**src/rtl/alu_arbiter.sv**
```systemverilog
// ---------------------------------------------------------------------------
// alu_arbiter
//
// Purpose:
//   Shares one external combinational ALU between two requesters. An IDLE /
//   EXEC / RESP state machine accepts one operation at a time, drives the
//   registered operands to the ALU for a single EXEC cycle, captures the ALU
//   result and flags, and holds them on a response channel until consumed.
//   The block performs no arithmetic; data passes through unmodified.
//
// Configuration:
//   ALU_ARB_FIXED_PRIO_EN  - when defined, requester 0 always wins a tie and
//                            no last-grant state exists. When undefined,
//                            ties are resolved round-robin.
//
// Ports:
//   clk_i          clock, all state updates on its rising edge
//   rst_ni         asynchronous active-low reset
//   reqN_valid_i   requester N has an operation pending (N = 0, 1)
//   reqN_r1_i      first operand of requester N
//   reqN_r2_i      second operand of requester N
//   reqN_op_i      opcode of requester N
//   reqN_ready_o   requester N is accepted this cycle (combinational)
//   alu_r1_o       registered first operand to the ALU
//   alu_r2_o       registered second operand to the ALU
//   alu_op_o       registered opcode to the ALU
//   alu_out_i      combinational ALU result
//   alu_flags_i    combinational ALU flags
//   rsp_valid_o    response available
//   rsp_id_o       index of the requester that owns the response
//   rsp_data_o     captured ALU result
//   rsp_flags_o    captured ALU flags
//   rsp_ready_i    consumer takes the response
//   busy_o         high whenever the FSM is not in IDLE
// ---------------------------------------------------------------------------
module alu_arbiter #(
  parameter int unsigned DATA_W = 16,
  parameter int unsigned OP_W   = 4,
  parameter int unsigned FLAG_W = 4
) (
  input  logic              clk_i,
  input  logic              rst_ni,

  input  logic              req0_valid_i,
  input  logic [DATA_W-1:0] req0_r1_i,
  input  logic [DATA_W-1:0] req0_r2_i,
  input  logic [OP_W-1:0]   req0_op_i,
  output logic              req0_ready_o,

  input  logic              req1_valid_i,
  input  logic [DATA_W-1:0] req1_r1_i,
  input  logic [DATA_W-1:0] req1_r2_i,
  input  logic [OP_W-1:0]   req1_op_i,
  output logic              req1_ready_o,

  output logic [DATA_W-1:0] alu_r1_o,
  output logic [DATA_W-1:0] alu_r2_o,
  output logic [OP_W-1:0]   alu_op_o,
  input  logic [DATA_W-1:0] alu_out_i,
  input  logic [FLAG_W-1:0] alu_flags_i,

  output logic              rsp_valid_o,
  output logic              rsp_id_o,
  output logic [DATA_W-1:0] rsp_data_o,
  output logic [FLAG_W-1:0] rsp_flags_o,
  input  logic              rsp_ready_i,

  output logic              busy_o
);

  // FSM encoding; the 2'd3 code is never entered.
  localparam logic [1:0] IDLE = 2'd0;
  localparam logic [1:0] EXEC = 2'd1;
  localparam logic [1:0] RESP = 2'd2;

  logic [1:0]        state_q,    state_d;
  logic [DATA_W-1:0] alu_r1_q,   alu_r1_d;
  logic [DATA_W-1:0] alu_r2_q,   alu_r2_d;
  logic [OP_W-1:0]   alu_op_q,   alu_op_d;
  logic              rsp_id_q,   rsp_id_d;
  logic [DATA_W-1:0] rsp_data_q, rsp_data_d;
  logic [FLAG_W-1:0] rsp_flags_q, rsp_flags_d;

  logic in_idle;
  logic grant_idx;
  logic handshake;

  assign in_idle = (state_q == IDLE);

`ifdef ALU_ARB_FIXED_PRIO_EN
  // Fixed priority: requester 0 wins whenever it is valid, so requester 1
  // is chosen only when requester 0 is idle.
  always_comb begin
    grant_idx = ~req0_valid_i;
  end
`else
  logic last_grant_q, last_grant_d;

  // Round-robin: on a tie the requester that did not win last time is
  // chosen; a lone valid requester wins regardless of history.
  always_comb begin
    grant_idx = 1'b0;
    if (req0_valid_i && req1_valid_i) begin
      grant_idx = ~last_grant_q;
    end else begin
      grant_idx = req1_valid_i;
    end
  end

  // History is only updated on an actual handshake, so requests that are
  // withdrawn before being accepted leave the arbitration order untouched.
  always_comb begin
    last_grant_d = last_grant_q;
    if (handshake) begin
      last_grant_d = grant_idx;
    end
  end

  // Reset value 1 makes requester 0 the first winner of a tie.
  always_ff @(posedge clk_i or negedge rst_ni) begin
    if (!rst_ni) begin
      last_grant_q <= 1'b1;
    end else begin
      last_grant_q <= last_grant_d;
    end
  end
`endif

  // Ready is gated by the grant index so at most one ready is ever high,
  // and by IDLE so nothing is accepted while an operation is in flight.
  assign req0_ready_o = in_idle & req0_valid_i & ~grant_idx;
  assign req1_ready_o = in_idle & req1_valid_i &  grant_idx;
  assign handshake    = req0_ready_o | req1_ready_o;

  // Next-state and datapath load logic. Every register holds by default;
  // operands load only on a handshake and the response only at the end of
  // EXEC, which keeps the ALU inputs stable in IDLE and RESP.
  always_comb begin
    state_d     = state_q;
    alu_r1_d    = alu_r1_q;
    alu_r2_d    = alu_r2_q;
    alu_op_d    = alu_op_q;
    rsp_id_d    = rsp_id_q;
    rsp_data_d  = rsp_data_q;
    rsp_flags_d = rsp_flags_q;

    case (state_q)
      IDLE: begin
        if (handshake) begin
          state_d  = EXEC;
          rsp_id_d = grant_idx;
          if (grant_idx) begin
            alu_r1_d = req1_r1_i;
            alu_r2_d = req1_r2_i;
            alu_op_d = req1_op_i;
          end else begin
            alu_r1_d = req0_r1_i;
            alu_r2_d = req0_r2_i;
            alu_op_d = req0_op_i;
          end
        end
      end

      EXEC: begin
        state_d     = RESP;
        rsp_data_d  = alu_out_i;
        rsp_flags_d = alu_flags_i;
      end

      RESP: begin
        if (rsp_ready_i) begin
          state_d = IDLE;
        end
      end

      default: begin
        state_d = IDLE;
      end
    endcase
  end

  // All state registers share the asynchronous reset so that a reset in
  // EXEC or RESP discards the operation and clears the response at once.
  always_ff @(posedge clk_i or negedge rst_ni) begin
    if (!rst_ni) begin
      state_q     <= IDLE;
      alu_r1_q    <= '0;
      alu_r2_q    <= '0;
      alu_op_q    <= '0;
      rsp_id_q    <= 1'b0;
      rsp_data_q  <= '0;
      rsp_flags_q <= '0;
    end else begin
      state_q     <= state_d;
      alu_r1_q    <= alu_r1_d;
      alu_r2_q    <= alu_r2_d;
      alu_op_q    <= alu_op_d;
      rsp_id_q    <= rsp_id_d;
      rsp_data_q  <= rsp_data_d;
      rsp_flags_q <= rsp_flags_d;
    end
  end

  assign alu_r1_o    = alu_r1_q;
  assign alu_r2_o    = alu_r2_q;
  assign alu_op_o    = alu_op_q;
  assign rsp_id_o    = rsp_id_q;
  assign rsp_data_o  = rsp_data_q;
  assign rsp_flags_o = rsp_flags_q;

  // rsp_valid is decoded from the registered state, so it is glitch-free
  // and drops together with the state on reset.
  assign rsp_valid_o = (state_q == RESP);
  assign busy_o      = ~in_idle;

  // Protocol invariants of the arbiter.
  aOneReady: assert property (@(posedge clk_i) disable iff (!rst_ni)
    !(req0_ready_o && req1_ready_o));

  aNoReadyWhenBusy: assert property (@(posedge clk_i) disable iff (!rst_ni)
    busy_o |-> !(req0_ready_o || req1_ready_o));

  aLegalState: assert property (@(posedge clk_i) disable iff (!rst_ni)
    state_q != 2'd3);

  aRspHold: assert property (@(posedge clk_i) disable iff (!rst_ni)
    (rsp_valid_o && !rsp_ready_i) |=>
      (rsp_valid_o && $stable(rsp_data_o) && $stable(rsp_id_o) &&
       $stable(rsp_flags_o)));

endmodule

```
**config.mk**
```make
export PLATFORM = sky130hd
export DESIGN_NAME = alu_arbiter
export DESIGN_NICKNAME = d
export VERILOG_FILES = /design/src/rtl/alu_arbiter.sv
export SDC_FILE = /design/constraint.sdc
export NUM_CORES = 1
export LEC_CHECK = 0
export ABC_AREA = 1
export CAP_MARGIN = 25
export CELL_PAD_IN_SITES_DETAIL_PLACEMENT = 0
export CELL_PAD_IN_SITES_GLOBAL_PLACEMENT = 1
export CORE_MARGIN = 10
export CORE_UTILIZATION = 24
export CTS_CLUSTER_DIAMETER = 60
export DETAILED_ROUTE_END_ITERATION = 16
export PLACE_DENSITY_LB_ADDON = 0.1
export SLEW_MARGIN = 20
export SYNTH_ARGS = -nofsm -noshare
export SYNTH_HDL_FRONTEND = slang
export SYNTH_SLANG_ARGS = --single-unit
```
**constraint.sdc**
```tcl
create_clock -name clk_i -period 1.5 [get_ports clk_i]
set_clock_uncertainty 0.05 [all_clocks]
set_input_delay 0.375 -clock clk_i [delete_from_list [all_inputs] [get_ports clk_i]]
set_output_delay 0.375 -clock clk_i [all_outputs]
set_load 0.05 [all_outputs]
```
Word-level counts from Yosys, hierarchy flattened --
Cells that the tools add are included.
Storage, ports and cells: bits in registers 60, input bits 97, logic and storage cells 31
Operators by class: eq/ne operators 4, multiplexer cells 7, bitwise gates (word level) 8, reduce and logical (&&, ||, !) cells 4
Operator list (number):
- two-way mux 16 bit | 2
- case mux 2 bit (3 select lines) | 1
- AND 1 bit | 4
- two-way mux 2 bit | 2
- two-way mux 4 bit | 1
- inequality test 2 x 1 -> 1 bit, second input constant | 2
- AND reduction 2 bit | 2
- NOT 1 bit | 3
- == test 2 x 1 -> 1 bit, second input constant | 1
- == test 2 bit, second input constant | 1
- logical NOT 2 bit | 1
- logical AND 1 bit | 1
- two-way mux 1 bit | 1
- OR 1 bit | 1

Logic depth before layout (Yosys ltp) --
Gate-level depths: netlist of the first run.
depth after elaboration 7, depth in mapped cells 7, depth with buffers taken out 6

Least setup slack after synthesis of the first run --
No wires, ideal clock.
path kind reg-to-output, from reg last_grant_q, to out req0_ready_o, data arrival time 1.727 ns, required time 1.075 ns, slack -0.652 ns, stages on the path, launching flop included 5, cells stage by stage dfstp_2 nand2_1 buf_4 buf_2 a21oi_1
On the way: longest elaborated chain between the ends 4
Ends and longest elaborated chain:
- from (decl) | RTL line 97 | logic last_grant_q, last_grant_d;
- from (signal assigned) | RTL line 124 | last_grant_q <= last_grant_d;
- NOT 1 bit | RTL line 104 | grant_idx = ~last_grant_q;
- two-way mux 1 bit | RTL line 103 | if (req0_valid_i && req1_valid_i) begin
- NOT 1 bit | RTL line 131 | assign req0_ready_o = in_idle & req0_valid_i & ~grant_idx;
- AND 1 bit | RTL line 131
- to (decl) | RTL line 48 | output logic req0_ready_o,
Every way passes these cells.

Final worst setup path of the first run --
from reg state_q[1], to out req0_ready_o
On the way: longest elaborated chain between the ends 3
Ends and longest elaborated chain:
- from (decl) | RTL line 76 | logic [1:0] state_q, state_d;
- from (signal assigned) | RTL line 194 | state_q <= state_d;
- logical NOT 2 bit | RTL line 88 | assign in_idle = (state_q == IDLE);
- AND 1 bit (2 in a row) | RTL line 131
Every way passes these cells.

==> results by group, run 1 <==
Logic synthesis
  – Register area share after synthesis: 51.8%
  – Syn avg cell area: between 7 and 8 um^2
  – Post-synthesis cell type count: 15
  – Post-Syn Instances: 382
  – Mapped Nets: 479
  – Yosys warns: 0
  – Area contributors post-synth: dfrtp_1 51%, nand2_1 25%, nand3_1 16%
  – Yosys top cell area share: 50.9%
  – Post-synth top flop: dfrtp_1
  – EDFF count, synth: 0
  – Synth area leader: dfrtp_1
  – Most common cell in the netlist: nand2_1
  – Post-synth ARST share: 100%
  – Syn Std Cell Area: 0.00290 mm^2
  – Most frequent cells after synthesis: 190 x nand2_1, 92 x nand3_1, 59 x dfrtp_1, 12 x buf_2, 8 x clkbuf_1
  – Yosys reg bits: 60

Timing
  – Worst slew pin tran: 0.327 ns
  – Setup repair after global routing missed its margin: true
  – Minimum clock period: 1.75 ns
  – Final setup viols: 4
  – Fmax: 573 MHz
  – Final Hold Vio Count: 0
  – Setup ws final: -0.246 ns
  – Final Max Slew Viols: 0
  – Post-route clock period utilization: 116%
  – Slew HR: 78.2%
  – Hold WS: 0.00630 ns

Routing
  – Iter 0 DRT Violations: roughly 100
  – Vias/cell: 4.37
  – Via count: 3074
  – DRT Pass-1 Iters: 4
  – DRC Markers: 0
  – Post-route ant nets: 0
  – DR WL/cell: 15.9 um
  – DRT Wirelength: 11200 um

Setup path
  – Buffers & Inverters on Critical Path: 1
  – Crit. path cell count: 4
  – Cells along the critical path: nor2_4 > nand2_4 > a21oi_4 > buf_12
  – CP Class: reg -> out
  – Critical Path Start: state_q[1]
  – Type of destination of the critical path: output pin
  – Crit path capture: req0_ready_o
  – Worst path top cell family by delay: flip-flops
  – Worst-path maximum fanout: 3
  – Reg2reg path depth: 7
  – Critical Path RT: approximately 1.1 ns
  – Worst R2R Setup Slack: 0.06 ns
  – FF-to-FF Start: last_grant_q
  – Slowest library cell on the worst path: dfrtp_1
  – Worst r2r dst: alu_r1_o[12]
  – WP data arrival: about 1.3 ns
  – Worst setup SP type: register
  – Max incr delay on CP: around 0.40 ns

Layout
  – Area Growth Syn to Fin: 103%
  – Storage element area: 0.00150 mm^2
  – Share of layout cells above drive strength 1: 20.9%
  – Nets: 647
  – Number of fill cells: 1171
  – Area of the multi-input gates: approximately 0.0013 mm^2

Min path
  – Worst min path class: in -> async

Global routing
  – Total GRT Usage: 13.1%
  – Gr ovfl total: 0
  – Largest net degree at the start of global routing: 61
  – First-pass GRT wire length: 17300 um
  – Vias in the first global route: 3272
  – Initial antenna violation count: 1

Floorplanning
  – Initial Utilization: approximately a quarter
  – Die width: 130 um
  – Die extent in y: 130 um
  – # IOs: 158
  – Placeable Area: 0.0119 mm^2
  – Row cnt: 40
  – Die ar.: 0.0169 mm^2

Pwr
  – Gate power share: 63.1%
  – Power per Cell Area: around 2500 mW/mm^2
  – Overall power: ~15 mW
  – P_leak: between 2 and 3 nW
  – Switching portion of total power: 43.7%
  – Worst VDD drop: 0.746 mV
  – Int Power: 8.30 mW
  – Sequential power share: 22.0%
  – Clock power share: 14.9%
  – Psw: 6.45 mW

Status
  – Violations in the final reports: setup timing
  – Status: finished, violations left

Place
  – Buffers on Ports: 157
  – DPL Wire Length: 8160 um
  – Worst slack at placement: -0.357 ns
  – GPL Wtd Cong: ~0.75

Clock tree
  – TritonCTS Buffers: 9
  – Max Root-Sink Buffers: 2
  – CTS clock-pin slew for the worst setup and hold paths: 0.05 ns
  – Worst-Skew Late Latency: 0.32 ns
  – H-tree Lvls: 3
  – Root Driver: clkbuf_16
  – Clock sink count: 60
  – CTS tree: yes

Job
  – Max Cap Viol: 0
layout make-up:
type	instances	area share (%)
repair buffers	185	43.9
diodes	1	0.0425
well taps	147	3.13
clock inverters	5	1.28
multi-input cells	290	21.8
inverters	4	0.255
flip-flops and latches	60	25.5
clock buffers	11	4.13
state kept, by name (all words and copies together) (netlist names):
name / flops
alu_op_o: 4
alu_r1_o: 16
alu_r2_o: 16
last_grant_q: 1
rsp_data_o: 16
rsp_flags_o: 4
rsp_id_o: 1
state_q: 2
power by group through the flow:
| stage | logic (mW) | clock network, mW | registers (mW) |
|---|---|---|---|
| 2_1_floorplan | 2.00 | 0 | 5.40 |
| 3_3_place_gp | 8.85 | 0 | 3.26 |
| 3_5_place_dp | 8.89 | 0 | 3.28 |
| 4_1_cts | 9.00 | 2.26 | 3.26 |
| 5_1_grt | 9.91 | 2.35 | 3.37 |
| 6_report | 9.30 | 2.20 | 3.25 |
layout by cell type, fill, tap and decap left out, types with 2 or more instances in the layout:
cell / synthesis / routed
buf_8: 0 / 3
clkbuf_16: 0 / 14
dfrtp_1: 59 / 59
clkdlybuf4s50_1: 0 / 93
nor2_4: 1 / 2
inv_1: 4 / 3
buf_2: 12 / 2
nand2_1: 190 / 189
buf_4: 7 / 10
nand3_1: 92 / 92
clkinv_2: 0 / 3
nand2_4: 0 / 2
buf_6: 1 / 4
bufinv_16: 0 / 2
buf_12: 0 / 67
how the worst min path moves through the flow:
stage / slack, ns / startpoint / depth (start not counted) / end
floorplan: 0.03 / rst_ni / 0 / alu_op_o[0]
global placement: 0.36 / rst_ni / 2 / rsp_data_o[0]
detailed placement: 0.36 / rst_ni / 2 / rsp_data_o[0]
CTS: 0.02 / rst_ni / 2 / rsp_data_o[0]
global route: 0.04 / rst_ni / 2 / rsp_flags_o[3]
finish: 0.006 / rst_ni / 2 / rsp_data_o[0]
stage by stage:
stage | instances | instance area (um^2) | TNS (ns) | util, %
6_report | 703 | 5880 | -0.651 | 49.4
5_1_grt | 703 | 5880 | -0.902 | 49.4
4_1_cts | 696 | 5690 | -0.797 | 47.8
3_5_place_dp | 676 | 5330 | -11.45 | 44.7
3_3_place_gp | 676 | 5330 | -10.31 | 44.7
2_1_floorplan | 382 | 2930 | -0.165 | -
layer usage:
layer / wire length [um] / GRT usage, % / share of wire [%]
met5: 0 / 0 / 0
met4: 229 / 5.69 / 2.1
met3: 1010 / 5.35 / 9.1
met2: 5310 / 21.0 / 48
met1: 4600 / 15.0 / 41
cell families (layout without fill, tap and decap cells):
logic type	after synthesis	in the layout	share of synthesized area (%)
compound gates	2	2	0.345
buf+inv	32	205	5.83
flops	60	60	51.8
other cells	0	1	0
simple gates	288	288	42.0
timing repair:
action | 4_1_cts | 5_1_grt
gates resized for setup | 5 | 13
endpoints found under the hold margin | 0 | 0
hold buffers | 0 | 0
cloned | 0 | 5
setup endpoints to repair | 4 | 24
buffers inserted | 4 | 2
pin swaps | 4 | 3
worst reg2reg max path, stage by stage, from the launching register on:
cell and delay [ns]:
dfstp_2 0.54, nand2_2 0.10, nand3_4 0.13, buf_6 0.14
nand2_8 0.09, clkbuf_16 0.18, nand2_1 0.06, nand2_1 0.04
No activity file was read; power rests on OpenSTA's default activity.
==> run 2: changes to the inputs <==
--- a/config.mk
+++ b/config.mk
@@ -5,12 +5,11 @@
 export SDC_FILE = /design/constraint.sdc
 export NUM_CORES = 1
 export LEC_CHECK = 0
-export ABC_AREA = 1
 export CAP_MARGIN = 25
 export CELL_PAD_IN_SITES_DETAIL_PLACEMENT = 0
 export CELL_PAD_IN_SITES_GLOBAL_PLACEMENT = 1
 export CORE_MARGIN = 10
-export CORE_UTILIZATION = 24
+export CORE_UTILIZATION = 27
 export CTS_CLUSTER_DIAMETER = 60
 export DETAILED_ROUTE_END_ITERATION = 16
 export PLACE_DENSITY_LB_ADDON = 0.1
==> run 2 against run 1 <==
  * The run still ends with setup timing left
  * Die area fell by 11%
  * Final cell count shrank 29%
  * Combinational power up 2.7%
  * Sequential cell count stayed put
  * First-iteration DRC count fell by 46%
  * Synthesized area fell by 2.2%
  * Count of clock-buffer cells in the layout unchanged
  * Total power shrank 3.0%
  * Critical endpoint is now alu_r1_o[8]
  * Largest cell class unchanged
==> results by group, run 2 <==
Routing
  – DRC Markers: 0 (unchanged)
  – DRT Wirelength: 8710 um (-22%)
  – DR WL/cell: 17.4 um (+9.8%)
  – Iter 0 DRT Violations: 56 (-46%)
  – Vias/cell: 4.23 (-3.4%)
  – DRT Pass-1 Iters: 2 (-2)
  – Post-route ant nets: 0 (unchanged)
  – Via count: 2113 (-31%)

Setup path
  – Critical Path RT: 1.67 ns (+0.60 ns)
  – WP data arrival: 1.94 ns (+0.62 ns)
  – Type of destination of the critical path: register
  – CP Class: reg -> reg
  – Worst-path maximum fanout: 11 (+8)
  – Worst setup SP type: register

Timing
  – Fmax: 564 MHz (-1.4%)
  – Hold WS: 0.439 ns (+0.433 ns)
  – Minimum clock period: 1.77 ns (+0.0255 ns)
  – Setup ws final: -0.272 ns (-0.0255 ns)
  – Post-route clock period utilization: 118% (+1.7 points)
  – Final Max Slew Viols: 0 (unchanged)
  – Worst slew pin tran: 0.259 ns (-0.0679 ns)
  – Final setup viols: 40 (+36)
  – Slew HR: 82.8% (+4.5 points)
  – Setup repair after global routing missed its margin: true
  – Final Hold Vio Count: 0 (unchanged)

Logic synthesis
  – Most common cell in the netlist: dfrtp_1
  – Register area share after synthesis: 53.0% (+1.2 points)
  – Synth area leader: dfrtp_1
  – Post-synth top flop: dfrtp_1
  – Post-synthesis cell type count: 20 (+5)
  – Yosys warns: 0 (unchanged)
  – EDFF count, synth: 0 (unchanged)
  – Yosys top cell area share: 52.1% (+1.1 points)
  – Syn avg cell area: 16.1 um^2 (+110%)
  – Mapped Nets: 273 (-43%)
  – Most frequent cells after synthesis: 59 x dfrtp_1, 56 x mux2_2, 36 x mux2_4, 4 x buf_6, 3 x buf_4
  – Yosys reg bits: 60 (unchanged)
  – Post-Syn Instances: 176 (-54%)
  – Post-synth ARST share: 100% (unchanged)
  – Area contributors post-synth: dfrtp_1 52%, mux2_2 22%, mux2_4 19%
  – Syn Std Cell Area: 0.00284 mm^2 (-2.2%)

Place
  – GPL Wtd Cong: 0.726 (-3.4%)
  – Worst slack at placement: -0.564 ns (-0.207 ns)
  – DPL Wire Length: 6940 um (-15%)
  – Buffers on Ports: 157 (unchanged)
  – Placed cell count: 478 (-29%)

Floorplanning
  – Die ar.: 0.0150 mm^2 (-11%)
  – Die width: 122 um (-5.7%)
  – Row cnt: 37 (-7.5%)
  – Die extent in y: 122 um (-5.7%)
  – Placeable Area: 0.0103 mm^2 (-14%)
  – Initial Utilization: 27.6% (+3.2 points)
  – # IOs: 158 (unchanged)

Clock tree
  – Clock sink count: 60 (unchanged)
  – Worst-Skew Late Latency: 0.33 ns (about the same)
  – Max Root-Sink Buffers: 2 (unchanged)
  – TritonCTS Buffers: 9 (unchanged)
  – Root Driver: clkbuf_8
  – CTS tree: yes
  – CTS clock-pin slew for the worst setup and hold paths: 0.07 ns (+0.02 ns)
  – H-tree Lvls: 3 (unchanged)

Pwr
  – P_leak: 2.48 nW (-14%)
  – Worst VDD drop: 1.21 mV (+62%)
  – Power per Cell Area: 2540 mW/mm^2 (+1.4%)

Layout
  – Area Growth Syn to Fin: 98.6%
  – Share of layout cells above drive strength 1: 55.5% (+35 points)
  – Commonest non-fill, non-tap cells in the layout: 93 x clkdlybuf4s50_1, 68 x buf_12, 58 x dfrtp_1
  – Final std cells w/o fill: 500 (-29%)
  – Antenna Cells: 0 (-1)
  – Most common cell after layout, fill and taps aside: clkdlybuf4s50_1
  – Nets: 456 (-30%)

Job
  – Max Cap Viol: 0 (unchanged)

Global routing
  – Gr ovfl total: 0 (unchanged)
  – Largest net degree at the start of global routing: 41 (-33%)
  – First-pass GRT wire length: 13700 um (-21%)
  – Vias in the first global route: 2469 (-25%)
  – Total GRT Usage: 11.7% (-1.3 points)
  – Initial antenna violation count: 0 (-1)

Min path
  – Worst min path class: in -> reg

Status
  – Status: finished, violations left
  – Violations in the final reports: setup timing
[run 2: logic make-up after synthesis]
logic type | Yosys count | synth area share, %
compound gates | 6 | 1.46
buf+inv | 12 | 3.13
flops | 60 | 53.0
mux | 92 | 41.3
simple gates | 6 | 1.10
[run 2: final cells by class]
| type | instances | area, um^2 |
|---|---|---|
| fillers | 880 | 4650 |
| repair buffers | 182 | 2480 |
| flip-flops and latches | 60 | 1500 |
| multi-input cells | 104 | 1280 |
| well taps | 136 | 170 |
| clock buffers | 11 | 131 |
| clock inverters | 5 | 52.6 |
| inverters | 2 | 12.5 |
[run 2: critical path: stages, from the launching register on]
cell and delay [ns]:
dfstp_2 0.54, a21bo_4 0.15, buf_4 0.17, buf_12 0.14
mux2_2 0.34, mux2_2 0.26
[run 2: repair_timing]
action,CTS,global route
setup buffers,4,0
hold endpoints to repair,43,0
endpoints found under the setup margin,40,40
cloned,0,1
resized for setup,9,1
hold buffers,1,0
pin swaps,4,1
[run 2: through the flow]
| step | utilization, % | power, mW | setup TNS [ns] | area (um^2) |
|---|---|---|---|---|
| after floorplan | - | 7.92 | -4.39 | 2870 |
| final | 54.8 | 14.3 | -8.48 | 5630 |
| after global placement | 52.2 | 12.9 | -20.38 | 5360 |
| after detailed placement | 52.2 | 12.9 | -20.93 | 5360 |
| after global routing | 54.8 | 15.0 | -10.35 | 5630 |
| after CTS | 54.5 | 14.5 | -8.65 | 5600 |
[run 2: worst paths after layout]
path	cells after the start	slack (ns)	end	start
hold / removal	3	0.44	last_grant_q	req0_valid_i
max in group asynchronous	3	0.60	last_grant_q	rst_ni
setup reg to reg	5	-0.27	alu_r1_o[8]	last_grant_q
setup / recovery	5	-0.27	alu_r1_o[8]	last_grant_q
min in group asynchronous	3	0.53	alu_r1_o[2]	rst_ni
hold reg to reg	1	0.50	rsp_id_o	rsp_id_o
[run 2: routing by layer]
metal  wire (um)  vias up  global-route usage, %
met3         983        8                   7.07
met1        3530     1022                   12.9
met5           0        -                      0
met4          74        0                   2.65
met2        4120       89                   19.1
li1            -      994                      -
[run 2: report_power, final]
part	total, mW	internal [mW]	switching [mW]
clock network	1.39	0.760	0.634
registers	3.36	2.48	0.880
logic	9.55	5.13	4.42
